File: config.mk
export PLATFORM = sky130hd
export DESIGN_NAME = matrix_result_drain
export DESIGN_NICKNAME = d
export VERILOG_FILES = /design/src/rtl/matrix_result_drain.sv
export SDC_FILE = /design/constraint.sdc
export NUM_CORES = 1
export LEC_CHECK = 0
export CAP_MARGIN = 20
export CORE_UTILIZATION = 40
export CTS_BUF_LIST = sky130_fd_sc_hd__clkbuf_16
export CTS_CLUSTER_SIZE = 8
export DETAILED_ROUTE_END_ITERATION = 16
export HOLD_SLACK_MARGIN = 0.05
export PLACE_DENSITY_LB_ADDON = 0.1
export SLEW_MARGIN = 25
export SYNTH_ARGS = -nofsm -noshare
export SYNTH_HDL_FRONTEND = slang
export SYNTH_SLANG_ARGS = --single-unit
File: constraint.sdc
create_clock -name clk -period 8.1 [get_ports clk]
set_input_delay 1.215 -clock clk [delete_from_list [all_inputs] [get_ports clk]]
set_output_delay 1.215 -clock clk [all_outputs]
set_load 0.005 [all_outputs]
File: src/rtl/matrix_result_drain.sv
// Result buffer for the 3x3 matrix multiplier: collects nine MAC results by index,
// then drains them in row-major order over a valid/ready handshake and re-arms.
module matrix_result_drain #(
    parameter int DATA_W = 16,
    parameter int N_ELEM = 9,
    parameter int IDX_W  = 4
) (
    input  logic              clk,
    input  logic              reset,
    input  logic [DATA_W-1:0] res_in,
    input  logic              res_ld,
    input  logic [IDX_W-1:0]  res_sel,
    input  logic              mem_clr,
    input  logic              out_ready,
    output logic              out_valid,
    output logic [DATA_W-1:0] out_data,
    output logic [IDX_W-1:0]  out_idx,
    output logic              busy,
    output logic              done,
    output logic              err,
    output logic [1:0]        state_dbg
);
    // Handshake: an element transfers on every rising edge where out_valid && out_ready;
    // out_data/out_idx are registered and hold steady until that transfer happens.
    typedef enum logic [1:0] {
        FILL  = 2'd0,
        DRAIN = 2'd1,
        DONE  = 2'd2
    } state_e;

    localparam logic [IDX_W-1:0] LAST_IDX = IDX_W'(N_ELEM - 1);

    state_e              state_q, state_d;
    logic [DATA_W-1:0]   buf_q [N_ELEM];
    logic [DATA_W-1:0]   buf_d [N_ELEM];
    logic [N_ELEM-1:0]   mask_q, mask_d;
    logic [IDX_W-1:0]    ptr_q, ptr_d;
    logic                err_q, err_d;
    logic                out_valid_q, out_valid_d;
    logic [DATA_W-1:0]   out_data_q, out_data_d;
    logic [IDX_W-1:0]    out_idx_q, out_idx_d;
    logic                busy_q, busy_d;
    logic                done_q, done_d;

    always_comb begin
        state_d     = state_q;
        buf_d       = buf_q;
        mask_d      = mask_q;
        ptr_d       = ptr_q;
        err_d       = err_q;
        out_valid_d = out_valid_q;
        out_data_d  = out_data_q;
        out_idx_d   = out_idx_q;
        busy_d      = busy_q;
        done_d      = 1'b0;

        if (mem_clr) begin
            state_d     = FILL;
            buf_d       = '{default: '0};
            mask_d      = '0;
            ptr_d       = '0;
            err_d       = 1'b0;
            out_valid_d = 1'b0;
            out_data_d  = '0;
            out_idx_d   = '0;
            busy_d      = 1'b0;
        end else begin
            case (state_q)
                FILL: begin
                    if (res_ld) begin
                        if (res_sel <= LAST_IDX) begin
                            buf_d[res_sel]  = res_in;
                            mask_d[res_sel] = 1'b1;
                        end else begin
                            err_d = 1'b1;
                        end
                    end
                    // Present element 0 from the next-state buffer so a final write to slot 0 is seen.
                    if (mask_d == '1) begin
                        state_d     = DRAIN;
                        ptr_d       = '0;
                        out_valid_d = 1'b1;
                        out_data_d  = buf_d[0];
                        out_idx_d   = '0;
                        busy_d      = 1'b1;
                    end
                end
                DRAIN: begin
                    if (res_ld) err_d = 1'b1;
                    if (out_ready) begin
                        if (ptr_q == LAST_IDX) begin
                            state_d     = DONE;
                            out_valid_d = 1'b0;
                            out_data_d  = '0;
                            out_idx_d   = '0;
                            done_d      = 1'b1;
                        end else begin
                            ptr_d      = ptr_q + 1'b1;
                            out_data_d = buf_q[ptr_q + 1'b1];
                            out_idx_d  = ptr_q + 1'b1;
                        end
                    end
                end
                DONE: begin
                    if (res_ld) err_d = 1'b1;
                    state_d = FILL;
                    mask_d  = '0;
                    ptr_d   = '0;
                    busy_d  = 1'b0;
                end
                default: begin
                    state_d     = FILL;
                    mask_d      = '0;
                    ptr_d       = '0;
                    out_valid_d = 1'b0;
                    out_data_d  = '0;
                    out_idx_d   = '0;
                    busy_d      = 1'b0;
                end
            endcase
        end
    end

    always_ff @(posedge clk or posedge reset) begin
        if (reset) begin
            state_q     <= FILL;
            buf_q       <= '{default: '0};
            mask_q      <= '0;
            ptr_q       <= '0;
            err_q       <= 1'b0;
            out_valid_q <= 1'b0;
            out_data_q  <= '0;
            out_idx_q   <= '0;
            busy_q      <= 1'b0;
            done_q      <= 1'b0;
        end else begin
            state_q     <= state_d;
            buf_q       <= buf_d;
            mask_q      <= mask_d;
            ptr_q       <= ptr_d;
            err_q       <= err_d;
            out_valid_q <= out_valid_d;
            out_data_q  <= out_data_d;
            out_idx_q   <= out_idx_d;
            busy_q      <= busy_d;
            done_q      <= done_d;
        end
    end

    assign out_valid = out_valid_q;
    assign out_data  = out_data_q;
    assign out_idx   = out_idx_q;
    assign busy      = busy_q;
    assign done      = done_q;
    assign err       = err_q;
    assign state_dbg = state_q;

endmodule

==> run_results.csv, run 1 <==
group,metric,value,unit
status,status,"finished clean",
synthesis,yosysWarningCount,0,
timing,tns,0,ns
floorplan,coreArea,21220,sq um
clock_network,cts.sinks,183,
floorplan,die_x,149.9,microns
setup_path,crit_fanout,12,
floorplan,ios,51,
final_layout,num_antenna_cells,0,
synthesis,synth.distinct_cells,43,
timing,fin_crit_sh,45.22,%
timing,holdWs,0.4743,ns
final_layout,final_cell_mix,"nand2_1, dfrtp_1, o31ai_1",
setup_path,cp-end-kind,"flop",
drt,drc,0,
clock_network,htreeDepth,4,
placed_design,dp_hpwl,15.37,mm
clock_network,clock_latency,0.44,ns
final_layout,area_delta_synth_final,15.52,%
timing,slew_violations,0,
synthesis,synthAdderAreaFrac,0.8584,%
timing,setup_viol,0,
power_and_ir_drop,p_leak,4.135,nW
timing,slew-limit-headroom,31.65,%
synthesis,syn_avg_cell_area,9.927,sq um
synthesis,synth_simple_gate_area_share,15.64,%
power_and_ir_drop,cellPowerDensity,188.4,nW/um^2
global_routing,overflow,0,
timing,rsz0062_at_grt,"no",
clock_network,ctsHoldBuffers,0,
timing,finClkSkew,0.008937,ns
clock_network,cts_resized,0,
synthesis,synth-seq-area-share,52.36,%
clock_network,cts-root-buf,"clkbuf_16",
synthesis,synth_top_family_by_area,"compound AO/OA/AOI/OAI gates",
final_layout,drive_above_1_share,10.22,%
placed_design,place.gp.congestion,0.8098,
drt,wl_per_cell,20.65,microns
clock_network,cts_setup_buffers,0,
global_routing,grt_pass1_wl,39.56,mm
timing,worstMarginPinSlew,1.024,ns
placed_design,port_buffers,50,
final_layout,layout_commonest_cell,"nand2_1",
floorplan,die_h,149.9,microns
setup_path,arrival,3.96,ns
hold_path,hp-class,"reg -> reg",
clock_network,cts_tree,"built",
synthesis,ys_seq_elements,183,
floorplan,fp.dieArea,22460,sq um
drt,via_per_inst,5.718,
final_layout,seq_area,4581,sq um
timing,hold_violations,0,
global_routing,grt_max_degree,105,
final_layout,fillers,1996,
synthesis,syn_area,8746,sq um
synthesis,synth-edff-count,0,
final_layout,multiInputGateArea,3940,sq um
synthesis,synth_compound_area_share,19.00,%
clock_network,clk_path_buf_depth,2,
drt,drt_iter0_drc,567,
setup_path,critPathKind,"in -> reg",
drt,via_count,6776,
global_routing,grt_pass1_vias,6800,
floorplan,initial_core_util,41.21,%
global_routing,track_usage,23.62,%
setup_path,startpoint_type,"input port",
drt,ant_nets,0,
timing,max_freq,273.0,MHz
synthesis,async_flop_share,100.0,%
clock_network,clk_pin_slew,0.07,ns
synthesis,ys.flop_type,"dfrtp_1",
drt,drt_pass1_iterations,5,
synthesis,synth.area.mux_share,8.469,%
final_layout,final_core_util,47.61,%
clock_network,numCtsBuffers,17,
drt,postRouteWirelength,24.47,mm
synthesis,synth_cells,881,
final_layout,nets,928,
synthesis,synth_fp_nets,912,
global_routing,grt_antenna_before_repair,0,
timing,finalCriticalPeriod,3.663,ns
synthesis,synth_xor_area_share,0.3004,%
setup_path,required,8.39,ns
power_and_ir_drop,ir_worst_vdd,0.0001208,V
floorplan,fp-row-count,53,
flow_run,max-cap-violations,0,
[metal layers]
layer,vias up,global-route usage [%],part of all wire (%)
met3,23,4.543,5.4
met4,0,6.313,1.0
met2,180,39.75,50
met1,3402,31.13,44
li1,3171,-,-
met5,-,0,0
[final cells by class]
class	count	share of cell area, %
Clock buffer	17	4.211
Timing Repair Buffer	63	5.981
Multi-Input combinational cell	623	39.00
Clock inverter	15	1.659
Sequential cell	183	45.34
Tap cell	275	3.406
Inverter	9	0.4087
[cells in the mapped netlist (7+ instances only)]
cell type  instances  area [sq um]
a211oi_1          15         112.6
a21o_1            16         120.1
a21oi_1           79         395.4
a31oi_1            7         43.79
buf_2              8         40.04
clkbuf_1          57         214.0
dfrtp_1          183          4579
inv_1              9         33.78
mux4_2            32         720.7
nand2_1          255         957.2
nand2b_1          20         125.1
nor2_1            18         67.56
nor3_1            10         50.05
o21ai_0           18         90.09
o31ai_1          100         750.7
[logic make-up after synthesis]
logic type | count (synthesis)
AO/OA/AOI/OAI | 253
XOR/XNOR | 3
adder cells (fa/ha/maj) | 6
buffers and inverters | 75
flip-flops | 183
multiplexers | 34
AND/OR/NAND/NOR | 327
[where the power goes]
group / internal [mW] / switching, mW
Combinational: 0.0318 / 0.0887
Clock: 0.464 / 0.389
Sequential: 0.924 / 0.00621
Total: 1.42 / 0.484
[flip-flops by register name, indices dropped and copies added, names as in the netlist]
| register | flops |
|---|---|
| ptr_q | 4 |
| mask_q | 9 |
| out_data | 16 |
| busy | 1 |
| state_dbg | 2 |
| buf_q | 144 |
| out_valid | 1 |
| out_idx | 4 |
| err | 1 |
| done | 1 |
[metrics by stage]
stage | instances | cell area (sq um) | setup WS [ns] | total power, mW
global route | 1185 | 10100 | 4.139 | 1.966
global placement | 1152 | 9487 | 4.111 | 1.066
finish | 1185 | 10100 | 4.437 | 1.903
detailed placement | 1152 | 9487 | 3.998 | 1.068
CTS | 1184 | 10080 | 4.441 | 1.914
floorplan | 881 | 8746 | 1.913 | 1.015
[worst max-delay path: stages]
cell	delay, ns
clkdlybuf4s50_1	0.54
nor3b_2	0.62
a21oi_1	0.14
or4_4	0.56
nor3_2	0.44
a2bb2oi_1	0.33
o22ai_1	0.11
[path summary, 6_finish.rpt]
kind | cells past startpoint | end | from | slack, ns
hold / removal | 2 | buf_q[32] | buf_q[32] | 0.47
hold reg to reg | 2 | buf_q[32] | buf_q[32] | 0.47
setup / recovery | 7 | ptr_q[3] | res_sel[3] | 4.44
setup reg to reg | 9 | out_data[5] | ptr_q[0] | 4.54
min in group asynchronous | 2 | buf_q[6] | reset | 1.29
max in group asynchronous | 3 | ptr_q[0] | reset | 5.58
(Power assumes the default switching activity.)
==> run 2, diff against run 1 <==
==> constraint.sdc (replaced) <==
create_clock -name clk -period 3.11 [get_ports clk]
set_input_delay 0.4665 -clock clk [delete_from_list [all_inputs] [get_ports clk]]
set_output_delay 0.4665 -clock clk [all_outputs]
set_load 0.005 [all_outputs]
==> run 2 against run 1 <==
Net effect:
- sequential share of layout area down 1.0 points
- via count up 3.2%
- critical path type unchanged
- hold slack worse by 0.17 ns
- clock-buffer cell count unchanged
- critical path depth unchanged
- global-route usage down 0.26 points
- clock skew down 0.00082 ns
- highest routed layer unchanged
- first-iteration DRC count down 9.7%
- cell count up 2.0%
==> run_results.csv, run 2 (synthesized netlist as in run 1, its figures left out) <==
group,metric,value,unit
final_layout,final_cell_mix,"nand2_1, dfrtp_1, o31ai_1",
global_routing,grt_pass1_vias,6868,
floorplan,die_x,149.9,microns
global_routing,grtUsageMet2,35.86,%
final_layout,layout_commonest_cell,"nand2_1",
power_and_ir_drop,cellPowerDensity,487.0,nW/um^2
timing,finClkSkew,0.008115,ns
drt,drt_pass1_iterations,5,
final_layout,largest_reg_flops,144,
final_layout,stdcell_count,1209,
final_layout,num_antenna_cells,0,
clock_network,clk_path_buf_depth,2,
clock_network,cts_resized,0,
global_routing,grtUsageMet1,32.24,%
global_routing,grt_pass1_wl,39.15,mm
timing,worstMarginPinSlew,0.8668,ns
global_routing,gr-usage-met3,6.280,%
drt,wl_per_cell,20.45,microns
drt,postRouteWirelength,24.73,mm
clock_network,cts_tree,"built",
placed_design,place.gp.congestion,0.8688,
timing,fin_crit_sh,80.41,%
clock_network,clk_pin_slew,0.07,ns
global_routing,track_usage,23.37,%
floorplan,coreArea,21220,sq um
drt,drc,0,
drt,via_count,6996,
setup_path,cp-end-kind,"flop",
timing,hold_violations,0,
timing,tns,0,ns
global_routing,grt_antenna_before_repair,0,
setup_path,path_cells,"clkdlybuf4s50_1 > nor3b_2 > a21oi_1 > or4_4 > o41a_1 > buf_12 > o31ai_1",
flow_run,max-cap-violations,0,
setup_path,required,3.45,ns
placed_design,port_buffers,50,
floorplan,fp-row-count,53,
drt,drt_iter0_drc,512,
clock_network,cts-root-buf,"clkbuf_16",
drt,via_per_inst,5.787,
final_layout,drive_above_1_share,12.10,%
timing,slew-limit-headroom,42.08,%
floorplan,initial_core_util,41.21,%
global_routing,grt_max_degree,112,
timing,max_freq,399.9,MHz
setup_path,max_stage_delay,0.54,ns
setup_path,startpoint_type,"input port",
timing,finalCriticalPeriod,2.501,ns
power_and_ir_drop,p_leak,4.284,nW
clock_network,numCtsBuffers,17,
placed_design,dp_hpwl,16.29,mm
final_layout,final_core_util,48.74,%
clock_network,ctsHoldBuffers,0,
setup_path,critPathKind,"in -> reg",
hold_path,hp-class,"in -> async",
placed_design,placed_cells,1177,
global_routing,top_usage_layer,"met2",
clock_network,clock_latency,0.44,ns
floorplan,fp.dieArea,22460,sq um
setup_path,crit_fanout,40,
drt,ant_nets,0,
setup_path,arrival,2.84,ns
clock_network,cts_setup_buffers,0,
timing,layout_setup_ws,0.6093,ns
placed_design,place_ws,0.1478,ns
clock_network,cts.sinks,183,
timing,setup_viol,0,
clock_network,htreeDepth,4,
final_layout,max_flop_register,"buf_q",
setup_path,critPathSlowestCell,"or4_4",
final_layout,area_delta_synth_final,18.25,%
power_and_ir_drop,ir_worst_vdd,0.0003065,V
timing,slew_violations,0,
timing,rsz0062_at_grt,"no",
status,status,"finished clean",
final_layout,nets,952,
floorplan,die_h,149.9,microns
global_routing,overflow,0,
floorplan,ios,51,
==> run 2: cell types whose count changed in the layout (fill, tap and decap cells not counted), sizes merged <==
cell	before	now
buf	14	38
bufinv	2	3
clkinv	2	3
clkinvlp	2	1
inv	18	17
==> run 2: layout make-up <==
type | instances | area, sq um
flip-flops and latches | 183 | 4581
repair buffers | 87 | 848.3
clock inverters | 15 | 190.2
inverters | 9 | 37.54
multi-input cells | 623 | 3916
clock buffers | 17 | 425.4
well taps | 275 | 344.1
fillers | 1947 | 10880
==> run 2: metal layers <==
metal,share of wire [%],vias up
li1,-,3226
met1,46,3497
met2,45,243
met3,7.4,30
met4,1.6,0
met5,0,-
==> run 2: worst max-delay path, delay by kind of cell <==
family                 cells  cell delay, ns
AND/OR/NAND/NOR            2            0.83
buffers and inverters      2            0.71
AO/OA/AOI/OAI              3            0.82
==> run 2: per-stage QoR <==
step / instance area (sq um) / power (mW) / hold WS (ns)
detailed placement: 9727 / 2.801 / 0.4616
finish: 10340 / 5.036 / 0.3067
floorplan: 8750 / 2.644 / 0.4432
global route: 10340 / 5.208 / 0.3055
global placement: 9727 / 2.794 / 0.4543
CTS: 10340 / 5.075 / 0.3027
==> run 2: path summary, 6_finish.rpt <==
path / startpoint / to / slack, ns / cells past startpoint
min: reset / buf_q[6] / 0.31 / 2
max: res_ld / out_idx[0] / 0.61 / 7
min in group clk: buf_q[111] / buf_q[111] / 0.47 / 2
max reg2reg: state_dbg[1] / out_data[12] / 0.78 / 9
min reg2reg: buf_q[111] / buf_q[111] / 0.47 / 2
max in group asynchronous: reset / mask_q[5] / 1.94 / 3
==> run 2: report_power, final <==
part	leakage (nW)	internal, mW	switching [mW]
combinational	1.43	0.0981	0.235
clock	0.306	1.29	0.992
sequential	2.54	2.41	0.0165
total	4.28	3.79	1.24
==> run 3, diff against run 2 <==
==> constraint.sdc (replaced) <==
create_clock -name clk -period 2.3 [get_ports clk]
set_input_delay 0.345 -clock clk [delete_from_list [all_inputs] [get_ports clk]]
set_output_delay 0.345 -clock clk [all_outputs]
set_load 0.005 [all_outputs]
==> run 3 against run 2 <==
Net effect:
- sequential share of layout area fell by 2.2 points
- clock skew is 0.0011 ns higher
- sequential power is 36% higher
- clock-buffer cell count is the same
- final area is 5.2% higher
- cell count up 2.6%
- total power rose by 30%
- worst setup slack got worse by 0.50 ns
- critical path type is now reg -> reg
- critical endpoint is now out_data[9]
- highest routed layer unchanged
==> run_results.csv, run 3 (synthesized netlist as in run 1, its figures left out) <==
group,metric,value,unit
setup_path,cpLargestDelayFamily,"compound AO/OA/AOI/OAI gates",
final_layout,layout_commonest_cell,"nand2_1",
timing,finClkSkew,0.009251,ns
global_routing,grtUsageMet1,36.28,%
timing,holdWs,0.2950,ns
global_routing,top_usage_layer,"met1",
floorplan,initial_core_util,41.21,%
setup_path,required,2.61,ns
final_layout,nets,983,
global_routing,grt_max_degree,55,
floorplan,ios,51,
final_layout,area_delta_synth_final,24.41,%
drt,drt_pass1_iterations,6,
timing,fin_crit_sh,95.46,%
global_routing,grt_pass1_wl,40.31,mm
floorplan,die_x,149.9,microns
flow_run,max-cap-violations,0,
clock_network,cts_tree,"built",
hold_path,hp-class,"in -> async",
placed_design,place_ws,-0.4730,ns
floorplan,fp.dieArea,22460,sq um
clock_network,cts-root-buf,"clkbuf_16",
timing,slew_violations,0,
clock_network,htreeDepth,4,
timing,slew-limit-headroom,49.98,%
setup_path,ff2ff_path_depth,8,
global_routing,track_usage,23.78,%
power_and_ir_drop,p_leak,4.566,nW
final_layout,max_flop_register,"buf_q",
drt,via_count,7179,
drt,ant_nets,0,
timing,hold_violations,0,
setup_path,critPathSlowestCell,"dfrtp_2",
timing,max_freq,455.5,MHz
setup_path,rr_startpoint,"ptr_q[0]",
floorplan,fp-row-count,53,
setup_path,arrival,2.51,ns
setup_path,critPathKind,"reg -> reg",
final_layout,seq_area,4581,sq um
placed_design,place.gp.congestion,0.8303,
clock_network,numCtsBuffers,17,
floorplan,coreArea,21220,sq um
status,status,"finished clean",
timing,setup_viol,0,
setup_path,cp-end-kind,"flop",
clock_network,clk_pin_slew,0.07,ns
placed_design,placed_cells,1203,
drt,wl_per_cell,20.56,microns
final_layout,final_cell_mix,"nand2_1, dfrtp_1, o31ai_1",
power_and_ir_drop,ir_worst_vdd,0.0004055,V
clock_network,cts.sinks,183,
timing,worstMarginPinSlew,0.7495,ns
setup_path,crit_buf_inv,2,
placed_design,dp_hpwl,16.75,mm
global_routing,grtUsageMet2,34.28,%
setup_path,startpoint_type,"flop",
timing,layout_setup_ws,0.1044,ns
timing,rsz0062_at_grt,"no",
setup_path,r2r_slack,0.10,ns
timing,finalCriticalPeriod,2.196,ns
clock_network,clock_latency,0.43,ns
placed_design,port_buffers,50,
power_and_ir_drop,cellPowerDensity,604.1,nW/um^2
setup_path,max_stage_delay,0.40,ns
global_routing,grt_antenna_before_repair,1,
setup_path,path_cells,"inv_1 > ha_1 > buf_12 > mux4_2 > nand2_1 > a21oi_1 > a211oi_1 > o21ai_0",
final_layout,largest_reg_flops,144,
drt,via_per_inst,5.785,
final_layout,stdcell_count,1241,
setup_path,crit_fanout,33,
drt,postRouteWirelength,25.52,mm
clock_network,clk_path_buf_depth,2,
setup_path,reg2reg_to,"out_data[9]",
drt,drc,0,
drt,drt_iter0_drc,601,
final_layout,drive_above_1_share,17.10,%
global_routing,overflow,0,
global_routing,grt_pass1_vias,6871,
global_routing,gr-usage-met3,4.451,%
floorplan,die_h,149.9,microns
final_layout,multiInputGateArea,4038,sq um
final_layout,fillers,1939,
run 3: cell count changes in the layout (fill, tap and decap cells not counted), moves of 3 or more:
cell / previous run / this run
a211oi_1: 15 / 11
a211oi_2: 0 / 4
a21oi_1: 79 / 75
a21oi_2: 0 / 4
buf_12: 6 / 20
buf_4: 31 / 44
bufinv_16: 3 / 0
clkbuf_16: 17 / 20
clkdlybuf4s50_1: 49 / 44
clkinvlp_4: 1 / 4
dlymetal6s2s_1: 0 / 5
inv_6: 6 / 2
o31ai_1: 100 / 97
o31ai_2: 0 / 3
run 3: how the worst max path moves through the flow:
stage,start,slack (ns),depth (start not counted),end
finish,ptr_q[0],0.10,8,out_data[9]
global route,ptr_q[0],0.001,9,out_data[9]
CTS,res_ld,0.008,7,out_idx[1]
floorplan,reset,-0.40,1,buf_q[0]
global placement,res_sel[3],-0.40,7,out_idx[2]
detailed placement,res_sel[3],-0.47,9,ptr_q[1]
run 3: final cells by class:
class | instances | share of cell area [%]
flip-flops and latches | 183 | 42.10
multi-input cells | 623 | 37.11
repair buffers | 118 | 12.18
clock buffers | 17 | 3.910
well taps | 275 | 3.162
clock inverters | 15 | 1.173
inverters | 9 | 0.3450
diodes | 1 | 0.02300
run 3: worst register-to-register path, cell delays in order (launching register included):
cell	delay, ns
dfrtp_2	0.40
inv_1	0.08
ha_1	0.34
buf_12	0.24
mux4_2	0.40
nand2_1	0.10
a21oi_1	0.09
a211oi_1	0.32
o21ai_0	0.12
run 3: metal layers:
layer	vias to the layer above	routed length, microns
met5	-	0
met4	0	313
met3	25	1734
met2	242	11380
met1	3620	12090
li1	3292	-
run 3: where the power goes:
group	total [mW]	switching (mW)	internal, mW
Sequential	3.28	0.0228	3.25
Clock	2.77	1.36	1.41
Combinational	0.526	0.339	0.188
run 3: timing repair:
item / in CTS / in global routing
pin swaps: 1 / 4
setup endpoints to repair: 8 / 24
setup buffers: 0 / 2
gates resized for setup: 1 / 30
cloned: 0 / 3
hold buffers: 0 / 0
run 3: per-stage QoR:
| stage | cell area [sq um] | total power [mW] | setup TNS [ns] | utilization [%] |
|---|---|---|---|---|
| 3_5_place_dp | 10100 | 3.837 | -14.00 | 47.62 |
| 3_3_place_gp | 10100 | 3.827 | -10.08 | 47.61 |
| 2_1_floorplan | 8771 | 3.575 | -72.39 | - |
| 4_1_cts | 10660 | 6.587 | 0 | 50.25 |
| 6_report | 10880 | 6.572 | 0 | 51.27 |
| 5_1_grt | 10880 | 6.816 | 0 | 51.27 |
